## config.mk

```make
export PLATFORM = sky130hd
export DESIGN_NAME = jtkicker_objscan
export DESIGN_NICKNAME = d
export VERILOG_FILES = /design/src/rtl/jtkicker_obj_pkg.sv /design/src/rtl/jtkicker_objscan_fifo.sv /design/src/rtl/jtkicker_objscan.sv
export SDC_FILE = /design/constraint.sdc
export NUM_CORES = 1
export LEC_CHECK = 0
export CAP_MARGIN = 10
export CORE_ASPECT_RATIO = 2
export CORE_MARGIN = 1.5
export CORE_UTILIZATION = 40
export CTS_BUF_LIST = sky130_fd_sc_hd__clkbuf_8
export CTS_CLUSTER_DIAMETER = 150
export DETAILED_ROUTE_END_ITERATION = 16
export HOLD_SLACK_MARGIN = 0.05
export PLACE_DENSITY = 0.57
export SKIP_CTS_REPAIR_TIMING = 1
export SYNTH_ARGS = -nofsm -noshare
export SYNTH_HDL_FRONTEND = slang
export SYNTH_HIERARCHICAL = 1
export SYNTH_SLANG_ARGS = --single-unit
```

## constraint.sdc

```tcl
create_clock -name clk -period 5.7 [get_ports clk]
set_input_delay 1.425 -clock clk [delete_from_list [all_inputs] [get_ports clk]]
set_output_delay 1.425 -clock clk [all_outputs]
set_load 0.005 [all_outputs]
```

## src/rtl/jtkicker_obj_pkg.sv

```systemverilog
// Shared types for the Konami-style object scanner: FSM states, field indices
// and the byte-lane lookup that maps each object field onto the 32-bit RAM word.
package jtkicker_obj_pkg;

  typedef enum logic [3:0] {
    ST_IDLE,
    ST_FLUSH,
    ST_ADDR,
    ST_WAIT,
    ST_TEST,
    ST_STALL,
    ST_PUSH,
    ST_NEXT,
    ST_DONE
  } scan_state_t;

  localparam int F_ATTR = 0;
  localparam int F_X    = 1;
  localparam int F_CODE = 2;
  localparam int F_Y    = 3;

  // FORDER packs one 2-bit lane per field as {y,code,x,attr}
  function automatic int lane_of(input logic [7:0] forder, input int field);
    return int'(forder[field*2 +: 2]);
  endfunction

endpackage

```

## src/rtl/jtkicker_objscan_fifo.sv

```systemverilog
// Small first-word-fall-through FIFO with synchronous flush; the head word is
// visible on rdata whenever empty is low.
module jtkicker_objscan_fifo #(
  parameter int DEPTH = 8,
  parameter int W     = 28
) (
  input  logic         clk,
  input  logic         rst_n,
  input  logic         flush,
  input  logic         push,
  input  logic [W-1:0] wdata,
  input  logic         pop,
  output logic [W-1:0] rdata,
  output logic         full,
  output logic         empty
);

  localparam int PW = $clog2(DEPTH);

  logic [W-1:0] mem [DEPTH];
  logic [PW:0]  wr_ptr_reg;
  logic [PW:0]  rd_ptr_reg;
  logic         do_push;
  logic         do_pop;

  assign empty   = (wr_ptr_reg == rd_ptr_reg);
  assign full    = (wr_ptr_reg[PW] != rd_ptr_reg[PW]) &&
                   (wr_ptr_reg[PW-1:0] == rd_ptr_reg[PW-1:0]);
  assign do_pop  = pop && !empty;
  // a pop on the same edge frees the slot being written, so full does not block
  assign do_push = push && (!full || do_pop);
  assign rdata   = mem[rd_ptr_reg[PW-1:0]];

  always_ff @(posedge clk) begin
    if (!rst_n || flush) begin
      wr_ptr_reg <= '0;
      rd_ptr_reg <= '0;
    end else begin
      if (do_push) wr_ptr_reg <= wr_ptr_reg + 1'b1;
      if (do_pop)  rd_ptr_reg <= rd_ptr_reg + 1'b1;
    end
  end

  always_ff @(posedge clk) begin
    if (do_push && !flush) mem[wr_ptr_reg[PW-1:0]] <= wdata;
  end

endmodule

```

## src/rtl/jtkicker_objscan.sv

```systemverilog
// Per-line object scanner: walks object RAM after hinit and queues objects that
// cover the next render line. Optional stats ports under JTKICKER_OBJSCAN_STATS_EN.
module jtkicker_objscan
  import jtkicker_obj_pkg::*;
#(
  parameter int         OBJMAX = 64,
  parameter int         OBJ_H  = 16,
  parameter int         HITMAX = 8,
  parameter logic [7:0] FORDER = 8'b00_10_11_01
) (
  input  logic                      clk,
  input  logic                      rst_n,
  input  logic                      pxl_cen,
  input  logic                      hinit,
  input  logic [7:0]                vrender,
  input  logic                      flip,
  output logic [$clog2(OBJMAX)-1:0] ram_addr,
  input  logic [31:0]               ram_data,
  output logic                      hit_valid,
  input  logic                      hit_ready,
  output logic [7:0]                hit_code,
  output logic [7:0]                hit_attr,
  output logic [7:0]                hit_x,
  output logic [3:0]                hit_ysub,
`ifdef JTKICKER_OBJSCAN_STATS_EN
  output logic [5:0]                hit_cnt,
  output logic [7:0]                ovf_cnt,
`endif
  output logic                      line_done,
  output logic                      overflow
);

  localparam int AW     = $clog2(OBJMAX);
  localparam int CW     = $clog2(HITMAX + 1);
  localparam int L_ATTR = lane_of(FORDER, F_ATTR);
  localparam int L_X    = lane_of(FORDER, F_X);
  localparam int L_CODE = lane_of(FORDER, F_CODE);
  localparam int L_Y    = lane_of(FORDER, F_Y);
  localparam bit LANES_OK = (L_ATTR != L_X) && (L_ATTR != L_CODE) && (L_ATTR != L_Y) &&
                            (L_X != L_CODE) && (L_X != L_Y) && (L_CODE != L_Y);

  scan_state_t   state_reg, state_next;
  logic [AW-1:0] idx_reg, idx_next;
  logic [AW-1:0] ram_addr_reg, ram_addr_next;
  logic [CW-1:0] cnt_reg, cnt_next;
  logic          overflow_reg, overflow_next;
  logic [7:0]    code_reg, code_next;
  logic [7:0]    attr_reg, attr_next;
  logic [7:0]    x_reg, x_next;
  logic [3:0]    ysub_reg, ysub_next;

  logic          line_start;
  logic          last_hit;
  logic          fifo_push, fifo_flush, fifo_pop, fifo_full, fifo_empty;
  logic [27:0]   fifo_wdata, fifo_rdata;
  logic [7:0]    obj_y, obj_code, obj_attr, obj_x;
  logic [7:0]    vline, dy;
  logic          obj_hit;

  assign obj_y    = ram_data[L_Y*8 +: 8];
  assign obj_code = ram_data[L_CODE*8 +: 8];
  assign obj_attr = ram_data[L_ATTR*8 +: 8];
  assign obj_x    = ram_data[L_X*8 +: 8];

  // 8-bit modulo difference lets objects straddling line 255/0 wrap naturally
  assign vline   = flip ? ~vrender : vrender;
  assign dy      = vline - obj_y;
  assign obj_hit = (dy < 8'(OBJ_H));

  assign line_start = hinit && pxl_cen;
  assign last_hit   = (cnt_reg == CW'(HITMAX - 1));

  always_comb begin
    state_next    = state_reg;
    idx_next      = idx_reg;
    ram_addr_next = ram_addr_reg;
    cnt_next      = cnt_reg;
    overflow_next = overflow_reg;
    code_next     = code_reg;
    attr_next     = attr_reg;
    x_next        = x_reg;
    ysub_next     = ysub_reg;
    fifo_push     = 1'b0;
    fifo_flush    = 1'b0;
    case (state_reg)
      ST_IDLE: state_next = ST_IDLE;
      ST_FLUSH: begin
        fifo_flush    = 1'b1;
        overflow_next = 1'b0;
        idx_next      = '0;
        cnt_next      = '0;
        state_next    = ST_ADDR;
      end
      ST_ADDR: begin
        ram_addr_next = idx_reg;
        state_next    = ST_WAIT;
      end
      ST_WAIT: state_next = ST_TEST;
      ST_TEST: begin
        code_next = obj_code;
        attr_next = obj_attr;
        x_next    = obj_x;
        ysub_next = dy[3:0];
        if (!obj_hit)      state_next = ST_NEXT;
        else if (fifo_full) state_next = ST_STALL;
        else               state_next = ST_PUSH;
      end
      ST_STALL: if (!fifo_full || fifo_pop) state_next = ST_PUSH;
      ST_PUSH: begin
        fifo_push = 1'b1;
        cnt_next  = cnt_reg + 1'b1;
        if (last_hit) begin
          overflow_next = 1'b1;
          state_next    = ST_DONE;
        end else begin
          state_next = ST_NEXT;
        end
      end
      // NEXT also presents the following address, so a miss costs WAIT/TEST/NEXT
      ST_NEXT: begin
        if (idx_reg == AW'(OBJMAX - 1)) begin
          state_next = ST_DONE;
        end else begin
          idx_next      = idx_reg + 1'b1;
          ram_addr_next = idx_reg + 1'b1;
          state_next    = ST_WAIT;
        end
      end
      ST_DONE: state_next = ST_IDLE;
      default: state_next = ST_IDLE;
    endcase
    // a new line always restarts the scan and drops whatever is queued
    if (line_start) begin
      fifo_flush = 1'b1;
      fifo_push  = 1'b0;
      state_next = ST_FLUSH;
    end
  end

  always_ff @(posedge clk) begin
    if (!rst_n) begin
      state_reg    <= ST_IDLE;
      idx_reg      <= '0;
      ram_addr_reg <= '0;
      cnt_reg      <= '0;
      overflow_reg <= 1'b0;
      code_reg     <= '0;
      attr_reg     <= '0;
      x_reg        <= '0;
      ysub_reg     <= '0;
    end else begin
      state_reg    <= state_next;
      idx_reg      <= idx_next;
      ram_addr_reg <= ram_addr_next;
      cnt_reg      <= cnt_next;
      overflow_reg <= overflow_next;
      code_reg     <= code_next;
      attr_reg     <= attr_next;
      x_reg        <= x_next;
      ysub_reg     <= ysub_next;
    end
  end

  assign fifo_wdata = {code_reg, attr_reg, x_reg, ysub_reg};
  assign fifo_pop   = hit_valid && hit_ready;

  jtkicker_objscan_fifo #(
    .DEPTH (HITMAX),
    .W     (28)
  ) u_fifo (
    .clk   (clk),
    .rst_n (rst_n),
    .flush (fifo_flush),
    .push  (fifo_push),
    .wdata (fifo_wdata),
    .pop   (fifo_pop),
    .rdata (fifo_rdata),
    .full  (fifo_full),
    .empty (fifo_empty)
  );

  assign hit_valid = !fifo_empty;
  assign {hit_code, hit_attr, hit_x, hit_ysub} = fifo_empty ? 28'd0 : fifo_rdata;
  assign ram_addr  = ram_addr_reg;
  assign line_done = (state_reg == ST_DONE);
  assign overflow  = overflow_reg;

`ifdef JTKICKER_OBJSCAN_STATS_EN
  logic [5:0] hit_cnt_reg;
  logic [7:0] ovf_cnt_reg;

  always_ff @(posedge clk) begin
    if (!rst_n) begin
      hit_cnt_reg <= '0;
      ovf_cnt_reg <= '0;
    end else begin
      if (state_reg == ST_DONE) hit_cnt_reg <= 6'(cnt_reg);
      if (state_reg == ST_PUSH && last_hit && !line_start && ovf_cnt_reg != 8'hFF)
        ovf_cnt_reg <= ovf_cnt_reg + 8'd1;
    end
  end

  assign hit_cnt = hit_cnt_reg;
  assign ovf_cnt = ovf_cnt_reg;
`endif

`ifndef SYNTHESIS
  always_ff @(posedge clk) begin
    assert (LANES_OK);
  end
`endif

endmodule

```

; ---- Yosys cells after proc, flatten, opt, wreduce, memory -nomap -nowiden
; Memory sizes are Yosys's and may differ from the RTL's. A register that Yosys moved wholly into a read port is not among the register bits.
; Cells that the tools add are included.
; W data, S select, Z words.
[totals]
reg_bits = 57
output_inout_bits = 37
input_bits = 46
mem_bits_rw = 224
n_memories = 1
[op_classes]
n_lt_le_gt_ge = 1
addsub = 5
eq_ne = 17
mux = 23
n_bitwise = 2
n_reduce_logical = 20
[mem_list]
columns = name, words, width, rd, rd_clocked_by_memory_dff, write_ports, line_no
row1 = u_fifo.mem, 8, 28, 1, 1, 1, jtkicker_objscan_fifo.sv:20  ; logic [W-1:0] mem [DEPTH];
[op_table]
columns = op, n
row1 = $mux W28, 1
row2 = $pmux W4 S7, 1
row3 = $pmux W6 S2, 2
row4 = $eq A4 B3 Y1 const B, 5
row5 = $add A4 B1 Y4 const B, 3
row6 = $mux W4, 3
row7 = $eq A4 B2 Y1 const B, 2
row8 = $lt A8 B5 Y1 const B, 1
row9 = $mux W1, 8
row10 = $mux W8, 1
row11 = $not A8 Y8, 1
row12 = $pmux W4 S2, 1
row13 = $sub A8 B8 Y8, 1
row14 = $add A6 B1 Y6 const B, 1
row15 = $eq A6 B6 Y1 const B, 1
row16 = $logic_and A1 B1 Y1, 6
row17 = $mux W3, 2
row18 = $mux W6, 1
row19 = $ne A2 B2 Y1 const B, 3
row20 = $reduce_and A2 Y1, 3
row21 = $reduce_bool A2 Y1, 3
row22 = $eq A4 B1 Y1 const B, 1
row23 = $eq A4 B4 Y1, 1
row24 = $eq A4 B4 Y1 const B, 1
row25 = other kinds (9), 15

; ---- Longest topological paths before layout
; Gate-level depths: netlist (run 1).
[depth]
ltp_word = 9
depth_mapped = 10
mapped_depth_nobuf = 9

; ---- By module
; Netlist (run 1), hierarchy kept.
[by_module_without_submodules]
columns = module, seq_area_each_um2, cells_per_inst, instances, area_per_inst_um2
row1 = jtkicker_objscan_fifo, 6946.7, 408, 1, 9157.5
row2 = jtkicker_objscan, 980.9, 339, 1, 2640.0

; ---- Worst setup path before layout (run 1)
; OpenSTA, ideal clock, no wires.
[synth_timing]
path_kind = input to register
from = input port hit_ready
to = memory u_fifo.mem[2][0], enable pin
required_time_ns = 5.216
setup_ns = 0.484
t_arrival_ns = 4.938
path_slack_ns = 0.278
path_stages = 5
path_cell_list = nor2b_1 -> inv_1 -> and2_1 -> buf_6 -> nor4_1
[synth_via]
elab_chain_len = 7
[synth_lines]
columns = element, line_no
row1 = start: declaration, jtkicker_objscan.sv:20  ; input logic hit_ready,
row2 = $logic_and A1 B1 Y1, jtkicker_objscan.sv:165  ; assign fifo_pop = hit_valid && hit_ready;
row3 = $logic_and A1 B1 Y1, jtkicker_objscan_fifo.sv:29  ; assign do_pop = pop && !empty;
row4 = $logic_or A1 B1 Y1, jtkicker_objscan_fifo.sv:31  ; assign do_push = push && (!full || do_pop);
row5 = $logic_and A1 B1 Y1, jtkicker_objscan_fifo.sv:31
row6 = $logic_and A1 B1 Y1, jtkicker_objscan_fifo.sv:45  ; if (do_push && !flush) mem[wr_ptr_reg[PW-1:0]] <= wdata;
row7 = $mux W1, jtkicker_objscan_fifo.sv:45
row8 = $mux W1 (implied by the code), jtkicker_objscan_fifo.sv:45
row9 = end: declaration, jtkicker_objscan_fifo.sv:20
; Every way passes these cells.

==> impl_metrics.toml, run 1 <==
[status]
status = "completed"

[global_routing]
antenna_found_initial = 0
grt_usage = 0.175
grt_max_degree = 57
grt_pass1_vias = 7529
overflow = 0
grt_pass1_wl_mm = 41.1

[final_layout]
utilization = 0.476
largest_reg_flops = 224
final_cell_mix = "edfxtp_1, clkdlybuf4s50_1, nand2_1, dfxtp_1, mux4_2"
final.fill_count = 2516
multiInputGateArea_um2 = 3660
num_antenna_cells = 0
drive_above_1_share = 0.209
syn_to_final_growth_pct = 16.8
final_common_cell = "edfxtp_1"
regArea_um2 = 7930
final_nets = 906

[synth]
synth_edf_count = 224
synth_ff_type = "edfxtp_1"
synth_nets = 806
ys_warn_count = 6
yosysTopAreaCellShare = 0.570
synth-seq-cells = 284
async_flop_share = 0
synth_seq_area_share = 0.672
netlist_instances = 747
synth_area_um2 = 11800
synth_area_leaders = "edfxtp_1, mux4_2, dfxtp_1"
synth_top_area_cell = "edfxtp_1"
avgSynthCellArea_um2 = 15.8
ys_types = 59

[clock_tree]
cts_root_buf = "clkbuf_8"
htree_levels = 2
clk_pin_slew_worst_paths_ps = 60
clk_path_buf_depth = 3
cts_buffers = 39
clk_latency_ps = 530
cts_tree = "built"
cts.sinks = 284

[route]
wl_mm = 26.1
drtAntennaViolNets = 0
drtIter0Drc = 330
drtPass1Iterations = 5
via_per_inst = 5.47
vias = 6754
avgRoutedWirePerCell_um = 21.2
drc = 0

[sta]
hold_ws_ps = 484
fin_tns_setup_ps = 0
layout_worst_path_cycle_share = 0.798
slew-limit-headroom = 0.274
worst_slew_pin_slew_ps = 1090
fin_skew_ps = 19.8
rsz0062_at_grt = "false"
drv_slew = 0
setup_violations = 0
max_freq_mhz = 220
hold_viol = 0
period_minus_slack_ps = 4550

[floorplanning]
pin_count = 83
die_area_um2 = 30600
placementRows = 88
core_um2 = 29000
initial_core_util = 0.407
dieHeight_um = 246
fp.dieW_um = 124

[place]
place.gp.congestion = 0.780
port_buffers = 82
dpl.hpwl_mm = 15.8

[critical_path]
critical_path_class = "reg -> out"
arrival_ps = 3120
worstPathCellList = "buf_4, mux4_2, mux2_2, nor2b_1, clkdlybuf4s50_1"
path_max_fanout = 38
critPathCaptureType = "output pin"
critPathMaxStageDelay_ps = 1050
start_kind = "register"
cp_slowest_cell = "dfxtp_2"
cp.required_ps = 4280

[min_path]
worstHoldPathType = "reg -> reg"

[power]
power_uw = 3760
power_density_nw_per_um2 = 273
vdd_ir_drop_max_mv = 0.122
p_leak_uw = 0.00441

[flow_run]
drv_cap = 0
-- final timing paths --
kind	startpoint	endpoint	slack (ps)	cells past startpoint
max	register	hit_code[4]	1150	5
min	overflow	overflow	480	2
max reg2reg	u_fifo/wr_ptr_reg[2]	u_fifo/mem[6][27]	2410	8
min reg2reg	overflow	overflow	480	2
-- synthesized netlist by cell type, types with 3 or more instances --
cell	count
nand4_1	3
or3_1	4
xnor2_1	6
buf_6	4
mux2i_1	4
ha_1	12
nor4_1	12
edfxtp_1	224
dfxtp_1	60
a311oi_1	3
nand3b_1	3
buf_4	6
nor2_1	27
nand3_1	7
o211ai_1	6
clkbuf_1	18
a21oi_1	43
and3_1	3
mux4_2	56
nor2b_1	32
and2_1	6
o21ai_0	18
a31oi_1	4
nor3_1	8
nand2b_1	6
mux2_2	30
buf_1	4
xor2_1	8
a211oi_1	5
inv_1	15
nand2_1	66
buf_2	5
or2_2	5
-- report_power, final --
group | switching, uW | internal [uW]
clock network | 723 | 720
registers | 1.63 | 2200
logic | 53.8 | 59.4
total | 778 | 2980
-- layer usage --
| metal | GRT usage | part of all wire | up-vias |
|---|---|---|---|
| met1 | 0.181 | 0.36 | 3481 |
| met3 | 0.0226 | 0.034 | 60 |
| met5 | 0 | 0 | - |
| met2 | 0.350 | 0.58 | 151 |
| met4 | 0.0663 | 0.025 | 0 |
| li1 | - | - | 3062 |
-- logic make-up after synthesis --
logic type                 share of synthesized area
adders and majority gates                     0.0144
xor gates and xnor gates                      0.0185
buffers and inverters                         0.0233
and+or+nand+nor                               0.0834
AOI/OAI and AO/OA                             0.0495
muxes                                          0.139
DFF                                            0.672
-- worst max-delay path: cells and delay by family (launching register included) --
family / cells / cell delay, ps
muxes: 2 / 610
DFF: 1 / 1050
buffers and inverters: 2 / 810
and+or+nand+nor: 1 / 120
-- area by class of cell --
type,count,share of cell area
sequential,284,0.576
multi-input combinational,406,0.265
timing repair buffer,98,0.0692
clock buffer,45,0.0450
tap,360,0.0327
clock inverter,23,0.00690
inverter,18,0.00491
-- stage by stage --
step / setup WS [ps] / cell area, um^2 / cells
2_1_floorplan: 278 / 11800 / 747
3_3_place_gp: 1650 / 13100 / 1166
3_5_place_dp: 1560 / 13100 / 1166
4_1_cts: 1080 / 13800 / 1234
5_1_grt: 1030 / 13800 / 1234
6_report: 1150 / 13800 / 1234
(Power assumes the default switching activity.)
==> inputs of run 2 (changes only) <==
- PLACE_DENSITY: 0.57 -> 0.55
- clock period: 5.7 -> 4.8 ns (I/O delays scaled with it)
==> run 2 against run 1 <==
  * Critical path depth is the same
  * Sequential share of layout area shrank 0.45 points
  * Final cell count up 0.41%
  * Via count fell by 1.4%
  * Clock power up 32%
  * Count of clock-buffer cells in the layout is 3 higher
  * Critical path type unchanged
  * Setup slack got worse by 530 ps
  * Sequential power up 19%
  * Hold slack improved by 16 ps
  * Cell area is 0.79% higher
  * Register-to-register slack worse by 1000 ps
==> impl_metrics.toml, run 2 (synthesized netlist as in run 1, its figures left out) <==
[floorplanning]
initial_core_util = 0.407
die_area_um2 = 30600
placementRows = 88
fp.dieW_um = 124
pin_count = 83
dieHeight_um = 246
core_um2 = 29000

[route]
drc = 0
wl_mm = 26.4
drtAntennaViolNets = 0
via_per_inst = 5.38
drtPass1Iterations = 7
avgRoutedWirePerCell_um = 21.3
drtIter0Drc = 426
vias = 6661

[sta]
hold_viol = 0
fin_skew_ps = 19.9
worst_slew_pin_slew_ps = 939
drv_slew = 0
fin_tns_setup_ps = 0
max_freq_mhz = 240
slew-limit-headroom = 0.374
period_minus_slack_ps = 4180
layout_worst_path_cycle_share = 0.870
hold_ws_ps = 500
rsz0062_at_grt = "false"
setup_violations = 0
layout_setup_ws_ps = 625

[power]
vdd_ir_drop_max_mv = 0.150
internal_power_uw = 3700
power_frac_comb = 0.029
p_switching_uw = 951
p_leak_uw = 0.00448
pwr-share-clk = 0.408
power_density_nw_per_um2 = 335
power_frac_seq = 0.563
switching_share = 0.204

[critical_path]
critPathCaptureType = "output pin"
arrival_ps = 2980
worstPathCellList = "buf_4, mux4_2, mux2_2, nor2b_1, clkdlybuf4s50_1"
critPathMaxStageDelay_ps = 680
path_max_fanout = 24
path_delay_family = "buffers and inverters"
cp.required_ps = 3600
start_kind = "register"
critical_path_class = "reg -> out"
crit_buf_inv = 2
cp_slowest_cell = "dfxtp_4"

[final_layout]
final.fill_count = 2508
final_nets = 909
drive_above_1_share = 0.208
regArea_um2 = 7930
syn_to_final_growth_pct = 17.7
final_common_cell = "edfxtp_1"
num_antenna_cells = 0
final_cell_mix = "edfxtp_1, clkdlybuf4s50_1, nand2_1, dfxtp_1, mux4_2"
multiInputGateArea_um2 = 3650
largest_reg_flops = 224
final_cells = 1239

[global_routing]
grt_max_degree = 31
grt_usage = 0.178
grt_pass1_wl_mm = 41.6
grt_pass1_vias = 7356
overflow = 0
antenna_found_initial = 0

[place]
dp_slack_ps = 834
port_buffers = 82
dp_cells = 1167
dpl.hpwl_mm = 15.9
place.gp.congestion = 0.853

[clock_tree]
cts_buffers = 41
cts_tree = "built"
clk_pin_slew_worst_paths_ps = 60
cts_root_buf = "clkbuf_8"
clk_latency_ps = 550
clk_path_buf_depth = 3
htree_levels = 2
cts.sinks = 284

[status]
status = "completed"

[flow_run]
drv_cap = 0

[min_path]
worstHoldPathType = "reg -> reg"
==> run 2: cell count changes in the layout (fill, tap and decap cells not counted), moves of 2 or more <==
cell	delta
inv_1	+7
clkbuf_8	+3
clkinv_1	-3
clkinv_2	-5
bufinv_16	+2
==> run 2: metrics by stage <==
step | utilization | power, uW | cell area [um^2]
global placement | 0.452 | 2800 | 13100
finish | 0.479 | 4650 | 13900
CTS | 0.479 | 4710 | 13900
detailed placement | 0.452 | 2810 | 13100
floorplan | - | 2750 | 11800
global route | 0.479 | 4810 | 13900
==> run 2: final cells by class <==
type                    instances  area share
inverters                      18     0.00487
clock buffers                  48      0.0476
multi-input cells             406       0.263
repair buffers                 99      0.0701
clock inverters                24      0.0105
well taps                     360      0.0324
flip-flops and latches        284       0.571
==> run 2: path summary, 6_finish.rpt <==
kind | slack (ps) | from | end | cells after the start
worst max-delay path | 620 | register | hit_attr[4] | 5
worst min-delay path | 500 | ram_addr[1] | ram_addr[1] | 2
worst max register to register | 1400 | u_fifo/wr_ptr_reg[1] | u_fifo/mem[2][4] | 8
worst min register to register | 500 | ram_addr[1] | ram_addr[1] | 2
==> run 2: worst reg2reg max path, stage by stage (launching register included) <==
cell and delay (ps):
dfxtp_1 620, xor2_4 280, nor4_2 80, buf_4 280, nor2b_1 420, inv_1 220, and2_1 320, nor4_2 310
buf_4 490
==> run 2: per-layer routing <==
layer / routed length [um] / global-route usage / vias up
li1: - / - / 3072
met1: 9730 / 0.191 / 3399
met2: 15100 / 0.348 / 140
met3: 846 / 0.0261 / 50
met4: 722 / 0.0629 / 0
met5: 0 / 0 / -
==> run 2: power by group through the flow <==
stage | registers (uW) | clock network [uW] | logic, uW
6_report | 2620 | 1900 | 134
5_1_grt | 2620 | 2040 | 150
4_1_cts | 2620 | 1960 | 135
3_5_place_dp | 2670 | 0 | 134
3_3_place_gp | 2670 | 0 | 131
2_1_floorplan | 2670 | 0 | 75.7
